$ cat config.mk
export PLATFORM = sky130hd
export DESIGN_NAME = bresenham_line_drawer
export DESIGN_NICKNAME = d
export VERILOG_FILES = /design/src/rtl/bresenham_line_drawer.sv
export SDC_FILE = /design/constraint.sdc
export NUM_CORES = 1
export LEC_CHECK = 0
export BUFFER_PORTS_ARGS = -buffer_cell sky130_fd_sc_hd__buf_4
export CAP_MARGIN = 20
export CORE_MARGIN = 2
export CORE_UTILIZATION = 55
export CTS_CLUSTER_DIAMETER = 150
export CTS_CLUSTER_SIZE = 16
export DETAILED_ROUTE_END_ITERATION = 8
export PLACE_DENSITY_LB_ADDON = 0.05
export SKIP_CTS_REPAIR_TIMING = 1
export SLEW_MARGIN = 20
export SYNTH_ARGS = -nofsm -noshare
export SYNTH_HDL_FRONTEND = slang
export SYNTH_SLANG_ARGS = --single-unit
$ cat constraint.sdc
create_clock -name clk -period 10.5 [get_ports clk]
set_input_delay 1.575 -clock clk [delete_from_list [all_inputs] [get_ports clk]]
set_output_delay 1.575 -clock clk [all_outputs]
set_load 0.01 [all_outputs]
$ cat src/rtl/bresenham_line_drawer.sv
`default_nettype none
// +--------------------------------------------------------------------------+
// | Module      : bresenham_line_drawer                                      |
// | Description : Integer Bresenham line rasteriser. Latches one line's      |
// |               endpoints on a draw_en request and walks the line. It      |
// |               emits one pixel per accepted valid/ready beat, then pulses |
// |               draw_done for one cycle.                                   |
// | Ports       : clk, n_rst (async, active-low)                             |
// |               draw_en, x0, y0, x1, y1     - line request and endpoints    |
// |               pixel_ready / pixel_valid   - pixel handshake              |
// |               pixel_x, pixel_y            - current pixel (registered)   |
// |               draw_done                   - one-cycle completion pulse   |
// |               busy                        - high outside IDLE            |
// | Revision    : 1.0 - initial release                                      |
// +--------------------------------------------------------------------------+
module bresenham_line_drawer (
   input  logic       clk,
   input  logic       n_rst,
   input  logic       draw_en,
   input  logic [7:0] x0,
   input  logic [7:0] y0,
   input  logic [7:0] x1,
   input  logic [7:0] y1,
   input  logic       pixel_ready,
   output logic       pixel_valid,
   output logic [7:0] pixel_x,
   output logic [7:0] pixel_y,
   output logic       draw_done,
   output logic       busy
);

   typedef enum logic [2:0] {
      IDLE  = 3'd0,
      SETUP = 3'd1,
      STEP  = 3'd2,
      DONE  = 3'd3,
      REARM = 3'd4
   } state_t;

   state_t             r_state;
   logic [7:0]         r_x0, r_y0, r_x1, r_y1;
   logic signed [11:0] r_dx;     // +|x1-x0|
   logic signed [11:0] r_dy;     // -|y1-y0|
   logic signed [11:0] r_err;
   logic               r_sx_neg; // step direction: 1 = decrement
   logic               r_sy_neg;

   logic [7:0]         w_abs_dx, w_abs_dy;
   logic signed [11:0] w_e2, w_err_next;
   logic               w_step_x, w_step_y, w_at_end, w_beat;
   logic [7:0]         w_next_x, w_next_y;

   assign w_abs_dx = (r_x1 >= r_x0) ? (r_x1 - r_x0) : (r_x0 - r_x1);
   assign w_abs_dy = (r_y1 >= r_y0) ? (r_y1 - r_y0) : (r_y0 - r_y1);

   // Both axis decisions use the pre-update error term.
   assign w_e2       = r_err <<< 1;
   assign w_step_x   = (w_e2 >= r_dy);
   assign w_step_y   = (w_e2 <= r_dx);
   assign w_err_next = r_err + (w_step_x ? r_dy : 12'sd0) + (w_step_y ? r_dx : 12'sd0);

   assign w_next_x = !w_step_x ? pixel_x : (r_sx_neg ? pixel_x - 8'd1 : pixel_x + 8'd1);
   assign w_next_y = !w_step_y ? pixel_y : (r_sy_neg ? pixel_y - 8'd1 : pixel_y + 8'd1);

   // The displayed pixel register doubles as the walk cursor.
   assign w_at_end = (pixel_x == r_x1) && (pixel_y == r_y1);
   assign w_beat   = pixel_valid && pixel_ready;

   assign draw_done = (r_state == DONE);
   assign busy      = (r_state != IDLE);

   always_ff @(posedge clk or negedge n_rst) begin
      if (!n_rst) begin
         r_state     <= IDLE;
         r_x0        <= 8'd0;
         r_y0        <= 8'd0;
         r_x1        <= 8'd0;
         r_y1        <= 8'd0;
         r_dx        <= 12'sd0;
         r_dy        <= 12'sd0;
         r_err       <= 12'sd0;
         r_sx_neg    <= 1'b0;
         r_sy_neg    <= 1'b0;
         pixel_valid <= 1'b0;
         pixel_x     <= 8'd0;
         pixel_y     <= 8'd0;
      end else begin
         case (r_state)
            IDLE: begin
               if (draw_en) begin
                  r_x0    <= x0;
                  r_y0    <= y0;
                  r_x1    <= x1;
                  r_y1    <= y1;
                  r_state <= SETUP;
               end
            end
            SETUP: begin
               r_dx        <= $signed({4'd0, w_abs_dx});
               r_dy        <= -$signed({4'd0, w_abs_dy});
               r_err       <= $signed({4'd0, w_abs_dx}) - $signed({4'd0, w_abs_dy});
               r_sx_neg    <= !(r_x0 < r_x1);
               r_sy_neg    <= !(r_y0 < r_y1);
               pixel_x     <= r_x0;
               pixel_y     <= r_y0;
               pixel_valid <= 1'b1;
               r_state     <= STEP;
            end
            STEP: begin
               // Without a beat everything holds, keeping the pixel stable.
               if (w_beat) begin
                  if (w_at_end) begin
                     pixel_valid <= 1'b0;
                     r_state     <= DONE;
                  end else begin
                     r_err   <= w_err_next;
                     pixel_x <= w_next_x;
                     pixel_y <= w_next_y;
                  end
               end
            end
            DONE: begin
               r_state <= draw_en ? REARM : IDLE;
            end
            REARM: begin
               // A request still held from the finished line must not restart it.
               if (!draw_en) begin
                  r_state <= IDLE;
               end
            end
            default: begin
               r_state     <= IDLE;
               pixel_valid <= 1'b0;
            end
         endcase
      end
   end

endmodule
`default_nettype wire

======== Word level (Yosys, flattened, before mapping) ========
Cells that the tools add are included.
word-level totals
  word-level logic and storage cells ...... 85
  register bits after elaboration ......... 86
  output and inout port bits .............. 19
cells by class
  muxes and demuxes ....................... 26
  add/subtract/negate cells ............... 12
  $lt $le $gt $ge ......................... 6
  reduce and logical (&&, ||, !) cells .... 14
  bitwise gates (word level) .............. 1
  equal/unequal tests ..................... 13
operators by type and width
  cell                   number
  $mux W8                11
  $mux W12               3
  $pmux W8 S2            2
  $sub A8 B8 Y8          4
  $pmux W12 S2           1
  $add A8 B1 Y8 const B  2
  $eq A8 B8 Y1           2
  $ge A8 B8 Y1           2
  $lt A8 B8 Y1           2
  $sub A8 B1 Y8 const B  2
  $mux W3                5
  $pmux W3 S5            1
  $ne A2 B2 Y1 const B   7
  $add A12 B12 Y12       1
  $add A12 B9 Y12        1
  $ge A12 B12 Y1         1
  $le A12 B9 Y1          1
  $neg A8 Y12            1
  $reduce_and A4 Y1      3
  $sub A8 B8 Y9          1
  $eq A3 B2 Y1 const B   2
  $reduce_and A3 Y1      2
  $eq A3 B1 Y1 const B   1
  $eq A3 B3 Y1 const B   1
  other kinds (10)       13

======== Longest topological paths before layout ========
Gate-level depths: netlist of run 1.
  depth in word-level cells ............... 7
  gate-level depth with buffers ........... 22
  mapped depth without buffers ............ 21

======== Least setup slack after synthesis of run 1 ========
Ideal clock, no wire load.
  kind .................................... reg-to-reg
  start ................................... register r_err[4]
  end ..................................... register r_err[10]
  setup slack ............................. 6.218 ns
  required time ........................... 10.362 ns
  stages on the path, launching flop included .. 19
  arrival time ............................ 4.144 ns
  buffers on the path ..................... 1
  path through ............................ dfrtp_1 ha_1 a21o_1 a21oi_1 o21bai_1 a2111oi_0 a31oi_1 clkbuf_1 and2_1 fa_1 ha_1 a21o_1 a21oi_1 nand2b_1 a21boi_0 o41ai_1 o21ai_0 xnor2_1 o221ai_1
between the ends
  cells in the longest elaborated chain, start to end .. 7
  elaborated cells on any way between the ends .. 9
ends and longest elaborated chain
  what                    line  source
  start, declared         44    logic signed [11:0] r_err;
  start signal, assigned  101   r_err <= $signed({4'd0, w_abs_dx}) - $signed({4'd0, w_abs_dy});
  start signal, assigned  116   r_err <= w_err_next;
  $ge A12 B12 Y1          58    assign w_step_x = (w_e2 >= r_dy);
  $mux W12                60    assign w_err_next = r_err + (w_step_x ? r_dy : 12'sd0) + (w_step_y ? r_dx : 12'sd0);
  $add A12 B12 Y12        60
  $add A12 B9 Y12 *       60
  $mux W12 *              112   if (w_at_end) begin
  $mux W12 *              111   if (w_beat) begin
  $pmux W12 S2 *          88    case (r_state)
Every way passes the cells marked *; elsewhere a longest branch is shown, timed or not. The select of a mux whose other input is x is not followed.
A chain may end at the register's enable or synchronous reset.

======== Final worst setup path of run 1 ========
Ends and elaborated chain as after synthesis.

==> results.yml, run 1 <==
run_status:
  status: "completed"
yosys:
  syn_nets: 935
  ys_warn_count: 0
  async_reset_ff_frac: 1.00
  ys.flop_type: "dfrtp_1"
  ys_types: 66
  yosys_register_bits: 85
  syn-cell-area_um2: 6970
  avgSynthCellArea_um2: 8.70
  ys_seq_area_frac: 0.305
  synth_edf_count: 0
  netlist_instances: 801
placed_design:
  io_buffers: 54
  place_inst: 1010
  dp_hpwl_mm: 12.8
  gp_congestion: 0.900
timing:
  rsz0062_at_grt: "false"
  maxSlewViolCount: 0
  worst_slew_pin_slew_ns: 0.836
  finalHoldViolations: 0
  clock-skew-final_ns: 0.00976
  hold_slack_ns: 0.494
  fin_crit_sh: 0.479
  setup_violations: 0
  setup_tns_ns: 0
  clock.fmax_ghz: 0.199
  finalCriticalPeriod_ns: 5.02
  slew_headroom: 0.440
clocking:
  cts_tree: "done"
  h-tree-depth: 3
  worstSkewPairLatency_ns: 0.35
  cts_sinks: 85
  cts_root_buffer: "clkbuf_16"
  cts_made_buffers: 9
  clockBufferDepth: 2
  path_clk_slew_ns: 0.06
floorplan:
  die_y_um: 117
  core_um2: 12500
  initial_utilization: 0.557
  die_area_um2: 13600
  die_w_um: 117
  top_level_ports: 55
  row_count: 41
flow_run:
  max-cap-violations: 0
layout:
  n_antenna_cell: 0
  drive_gt1_frac: 0.120
  finalNonFillerCells: 1027
  fillers: 1095
  area_growth_pct: 13.2
  layout.nets: 984
critical_path:
  critPathLaunchType: "register"
  cp_max_fo: 11
  critPathTopFamily: "compound AO/OA/AOI/OAI gates"
  worstPathRequired_ns: 10.71
  crit_slowest_cell: "a2111oi_0"
  path_class: "reg -> reg"
  critPathBufInv: 0
  crit_chain: "ha_1 -> a21o_1 -> a21oi_1 -> o21bai_1 -> a2111oi_0 -> a31oi_1 -> and2_1 -> fa_1 -> ha_1 -> a21o_1 -> a21oi_1 -> nand2b_1 -> a21boi_0 -> o41ai_1 -> o21ai_0 -> xnor2_1 -> o221ai_1"
  endpoint_kind: "register"
  max_stage_delay_ns: 0.55
  arrival_ns: 5.24
detailed_routing:
  avgRoutedWirePerCell_um: 16.3
  postRouteAntennaNets: 0
  firstDrtPassIters: 5
  vias: 5690
  drtIter0Drc: 340
  drc: 0
  vias_per_cell: 5.54
  drt_wl_total_mm: 16.7
global_routing:
  grt_pass1_wl_mm: 27.7
  grt_max_degree: 84
  grtUsageTotal: 0.264
  overflow: 0
  grt_pass1_vias: 5585
  antenna_found_initial: 0
hold_path:
  hp-class: "reg -> reg"
==> Yosys cell counts, drive strengths merged (3+ instances only) <==
cell type,count,share of area
inv,85,0.046
a21oi,52,0.038
nand2b,11,0.0099
a211oi,5,0.0061
o21a,6,0.0066
nor2,60,0.032
ha,82,0.15
fa,16,0.046
nand2,81,0.044
dfrtp,85,0.31
a21boi,3,0.0032
a221oi,3,0.0047
nand4,9,0.0090
mux2i,14,0.020
nand3,9,0.0065
o21ai,80,0.059
o31ai,3,0.0032
and2,12,0.011
clkbuf,23,0.012
o221ai,4,0.0050
o211ai,5,0.0054
nor3b,3,0.0032
o22ai,3,0.0027
a31oi,15,0.013
xnor2,45,0.057
o21bai,5,0.0054
and3,4,0.0036
xor2,8,0.013
nor3,6,0.0043
nor2b,13,0.012
mux2,12,0.020
a21o,12,0.013
==> area by class of cell <==
type	instances	area (µm²)	area share
Inverter	85	319	0.0405
Clock buffer	12	246	0.0313
Clock inverter	4	47.5	0.00603
Sequential cell	85	2130	0.270
Multi-Input combinational cell	606	4440	0.563
Tap cell	172	215	0.0273
Timing Repair Buffer	63	489	0.0620
==> registers in the layout, summed over array words and instances (netlist names) <==
| register | flops |
|---|---|
| r_err | 11 |
| r_sy_neg | 1 |
| pixel_valid | 1 |
| r_state | 3 |
| r_dy | 12 |
| r_x0 | 8 |
| r_y0 | 8 |
| r_x1 | 8 |
| r_dx | 8 |
| pixel_x | 8 |
| r_sx_neg | 1 |
| pixel_y | 8 |
| r_y1 | 8 |
==> stage by stage <==
stage	setup slack (ns)	instance area (µm²)	utilization
global route	5.08	7890	0.630
detailed placement	5.49	7570	0.605
CTS	5.47	7860	0.628
floorplan	6.22	6970	-
global placement	5.65	7570	0.605
finish	5.48	7890	0.630
==> path summary, 6_finish.rpt <==
check,start,to,slack (ns),depth (start not counted)
hold reg to reg,r_dx[1],r_dx[1],0.49,2
setup / recovery,r_err[4],r_err[10],5.48,17
max in group asynchronous,n_rst,r_dy[3],8.56,2
hold / removal,r_dx[1],r_dx[1],0.49,2
setup reg to reg,r_err[4],r_err[10],5.48,17
min in group asynchronous,n_rst,pixel_y[2],1.00,1
==> worst register-to-register path: cells and delay by family (launching register included) <==
kind | cells | cell delay [ns]
AOI/OAI and AO/OA | 11 | 2.74
xor gates and xnor gates | 1 | 0.18
adders and majority gates | 3 | 1.11
DFF | 1 | 0.43
and+or+nand+nor | 2 | 0.44
==> per-layer routing <==
layer	up-vias	wire, µm	track usage
met1	2704	7950	0.365
met5	-	0	0
li1	2850	-	-
met3	22	463	0.0239
met2	114	7920	0.436
met4	0	382	0.0988
==> cells by family after synthesis <==
logic type	after synthesis	share of synthesized area
compound gates	210	0.185
flops	85	0.305
xor+xnor	53	0.0699
fa+ha+maj	98	0.193
simple gates	219	0.147
mux	26	0.0400
buf+inv	110	0.0594
==> cells in the final DEF (no fill, tap or decap), types with 10 or more instances in the layout <==
| cell | count |
|---|---|
| nand2b_1 | 11 |
| nor2b_1 | 13 |
| inv_1 | 85 |
| fa_1 | 16 |
| a21oi_1 | 51 |
| and2_1 | 12 |
| o21ai_0 | 73 |
| mux2_2 | 10 |
| dfrtp_1 | 85 |
| mux2i_1 | 14 |
| ha_1 | 82 |
| a21o_1 | 11 |
| nand2_1 | 81 |
| buf_4 | 61 |
| nor2_1 | 58 |
| a31oi_1 | 15 |
| xnor2_1 | 45 |
Power of run 1 is not shown: default switching activity piles up to over one toggle a cycle in this logic, so the estimate is an artifact.
==> run 2: changes to the inputs <==
- ABC_AREA: unset -> 1
- clock period: 10.5 -> 5.1 ns (I/O delays scaled with it)
==> results.yml, run 2 <==
run_status:
  status: "completed"
global_routing:
  overflow: 0
  antenna_found_initial: 0
  grt_max_degree: 65
  grtUsageTotal: 0.280
  grt_pass1_wl_mm: 31.9
  grt_pass1_vias: 6516
hold_path:
  hp-class: "in -> async"
floorplan:
  initial_utilization: 0.565
  die_area_um2: 14600
  top_level_ports: 55
  row_count: 42
  die_w_um: 121
  die_y_um: 121
  core_um2: 13200
timing:
  fin_crit_sh: 0.755
  finalCriticalPeriod_ns: 3.85
  maxSlewViolCount: 0
  setup_violations: 0
  setup_tns_ns: 0
  worst_slew_pin_slew_ns: 1.03
  clock-skew-final_ns: 0.00895
  finalHoldViolations: 0
  clock.fmax_ghz: 0.260
  rsz0062_at_grt: "false"
  slew_headroom: 0.316
placed_design:
  gp_congestion: 0.988
  dp_hpwl_mm: 15.1
  io_buffers: 54
layout:
  largest_reg_flops: 12
  final_common_cell: "nand2_1"
  reg_top3: "r_dy x12, r_err x11"
  layout.nets: 1188
  max_flop_register: "r_dy"
  drive_gt1_frac: 0.110
  layout_common_cells: "218 x nand2_1, 145 x inv_1, 96 x a21oi_1"
  n_antenna_cell: 0
  utilization: 0.627
  area_growth_pct: 10.9
detailed_routing:
  avgRoutedWirePerCell_um: 15.4
  vias_per_cell: 5.37
  vias: 6619
  drt_wl_total_mm: 19.0
  drtIter0Drc: 433
  drc: 0
  postRouteAntennaNets: 0
  firstDrtPassIters: 5
critical_path:
  r2r_slack_ns: 1.25
  arrival_ns: 4.09
  endpoint_kind: "register"
  r2r-start: "r_err[10]"
  cp_max_fo: 10
  r2r-end: "r_err[7]"
  critPathLaunchType: "register"
  worstPathRequired_ns: 5.34
  endpoint: "r_err[7]"
  r2r_cells: 23
  path_class: "reg -> reg"
  cp-startpoint: "r_err[10]"
yosys:
  syn-cell-area_um2: 7490
  ys_warn_count: 0
  async_reset_ff_frac: 1.00
  synth_top_area_frac: 0.284
  syn_nets: 1142
  yosysMostFrequentCell: "nand2_1"
  avgSynthCellArea_um2: 7.43
  netlist_instances: 1008
  synth_area_leaders: "dfrtp_1 28%, ha_1 14%, nand2_1 11%"
  ys.flop_type: "dfrtp_1"
  synth_edf_count: 0
  yosys_register_bits: 85
  ys_seq_area_frac: 0.284
  synth_common_cells: "218 x nand2_1, 145 x inv_1, 96 x a21oi_1"
  synth_top_area_cell: "dfrtp_1"
  ys_types: 46
clocking:
  cts_sinks: 85
  path_clk_slew_ns: 0.06
  worstSkewPairLatency_ns: 0.35
  h-tree-depth: 3
  cts_root_buffer: "clkbuf_16"
  cts_made_buffers: 9
  cts_tree: "done"
  clockBufferDepth: 2
flow_run:
  max-cap-violations: 0
run 2: cell count changes in the layout (fill, tap and decap cells not counted), sizes merged, moves of 16 or more:
cell	before	now
xnor2	45	27
xor2	8	24
nand3	9	38
a21oi	52	99
inv	85	151
nand2	81	234
nor2	60	79
run 2: worst max-delay path: stages, from the launching register on:
cell and delay [ns]:
dfrtp_1 0.43, ha_1 0.36, nand2_1 0.06, inv_1 0.07, nand2_1 0.07, nor2_1 0.10
nand2_1 0.07, nand4_1 0.08, nand2_2 0.10, inv_2 0.19, nor2_1 0.09, fa_1 0.52
ha_1 0.20, inv_1 0.07, fa_1 0.38, nor2_1 0.16, o21ai_0 0.10, nand2_1 0.12
nand2_1 0.06, a21oi_1 0.15, o21ai_0 0.09, nand3_1 0.07, nand3_1 0.07, o21a_1 0.11
run 2: area by class of cell:
cell class / instances / area [µm²]
fillers: 1293 / 4940
multi-input cells: 747 / 4660
flip-flops and latches: 85 / 2130
inverters: 152 / 578
repair buffers: 59 / 443
clock buffers: 9 / 225
well taps: 176 / 220
clock inverters: 5 / 53.8
run 2: metrics by stage:
step / cell area, µm² / setup slack [ns] / instances / hold slack [ns]
2_1_floorplan: 7490 / 1.70 / 1008 / 0.449
3_5_place_dp: 8030 / 1.28 / 1219 / 0.469
5_1_grt: 8300 / 0.924 / 1233 / 0.425
4_1_cts: 8300 / 1.27 / 1233 / 0.397
6_report: 8300 / 1.25 / 1233 / 0.383
3_3_place_gp: 8030 / 1.35 / 1219 / 0.466
run 2: kinds of logic after synthesis:
| kind of cell | synth area share |
|---|---|
| AND/OR/NAND/NOR | 0.222 |
| AO/OA/AOI/OAI | 0.160 |
| buffers and inverters | 0.0944 |
| adder cells (fa/ha/maj) | 0.180 |
| flip-flops | 0.284 |
| XOR/XNOR | 0.0597 |
run 2: worst min path at each step:
stage | cells past startpoint | slack (ns) | end
6_report | 1 | 0.38 | r_y1[5]
5_1_grt | 1 | 0.42 | r_y1[5]
4_1_cts | 1 | 0.40 | r_y1[5]
3_3_place_gp | 2 | 0.47 | r_dy[7]
3_5_place_dp | 2 | 0.47 | r_dy[6]
2_1_floorplan | 2 | 0.45 | r_dy[6]
run 2: routing by layer:
layer / GRT usage / vias to the layer above / wire length (µm)
li1: - / 3359 / -
met4: 0.0967 / 0 / 476
met3: 0.0340 / 31 / 786
met1: 0.377 / 3059 / 8920
met5: 0 / - / 0
met2: 0.467 / 170 / 8850
Power of run 2 is left out for the same reason.
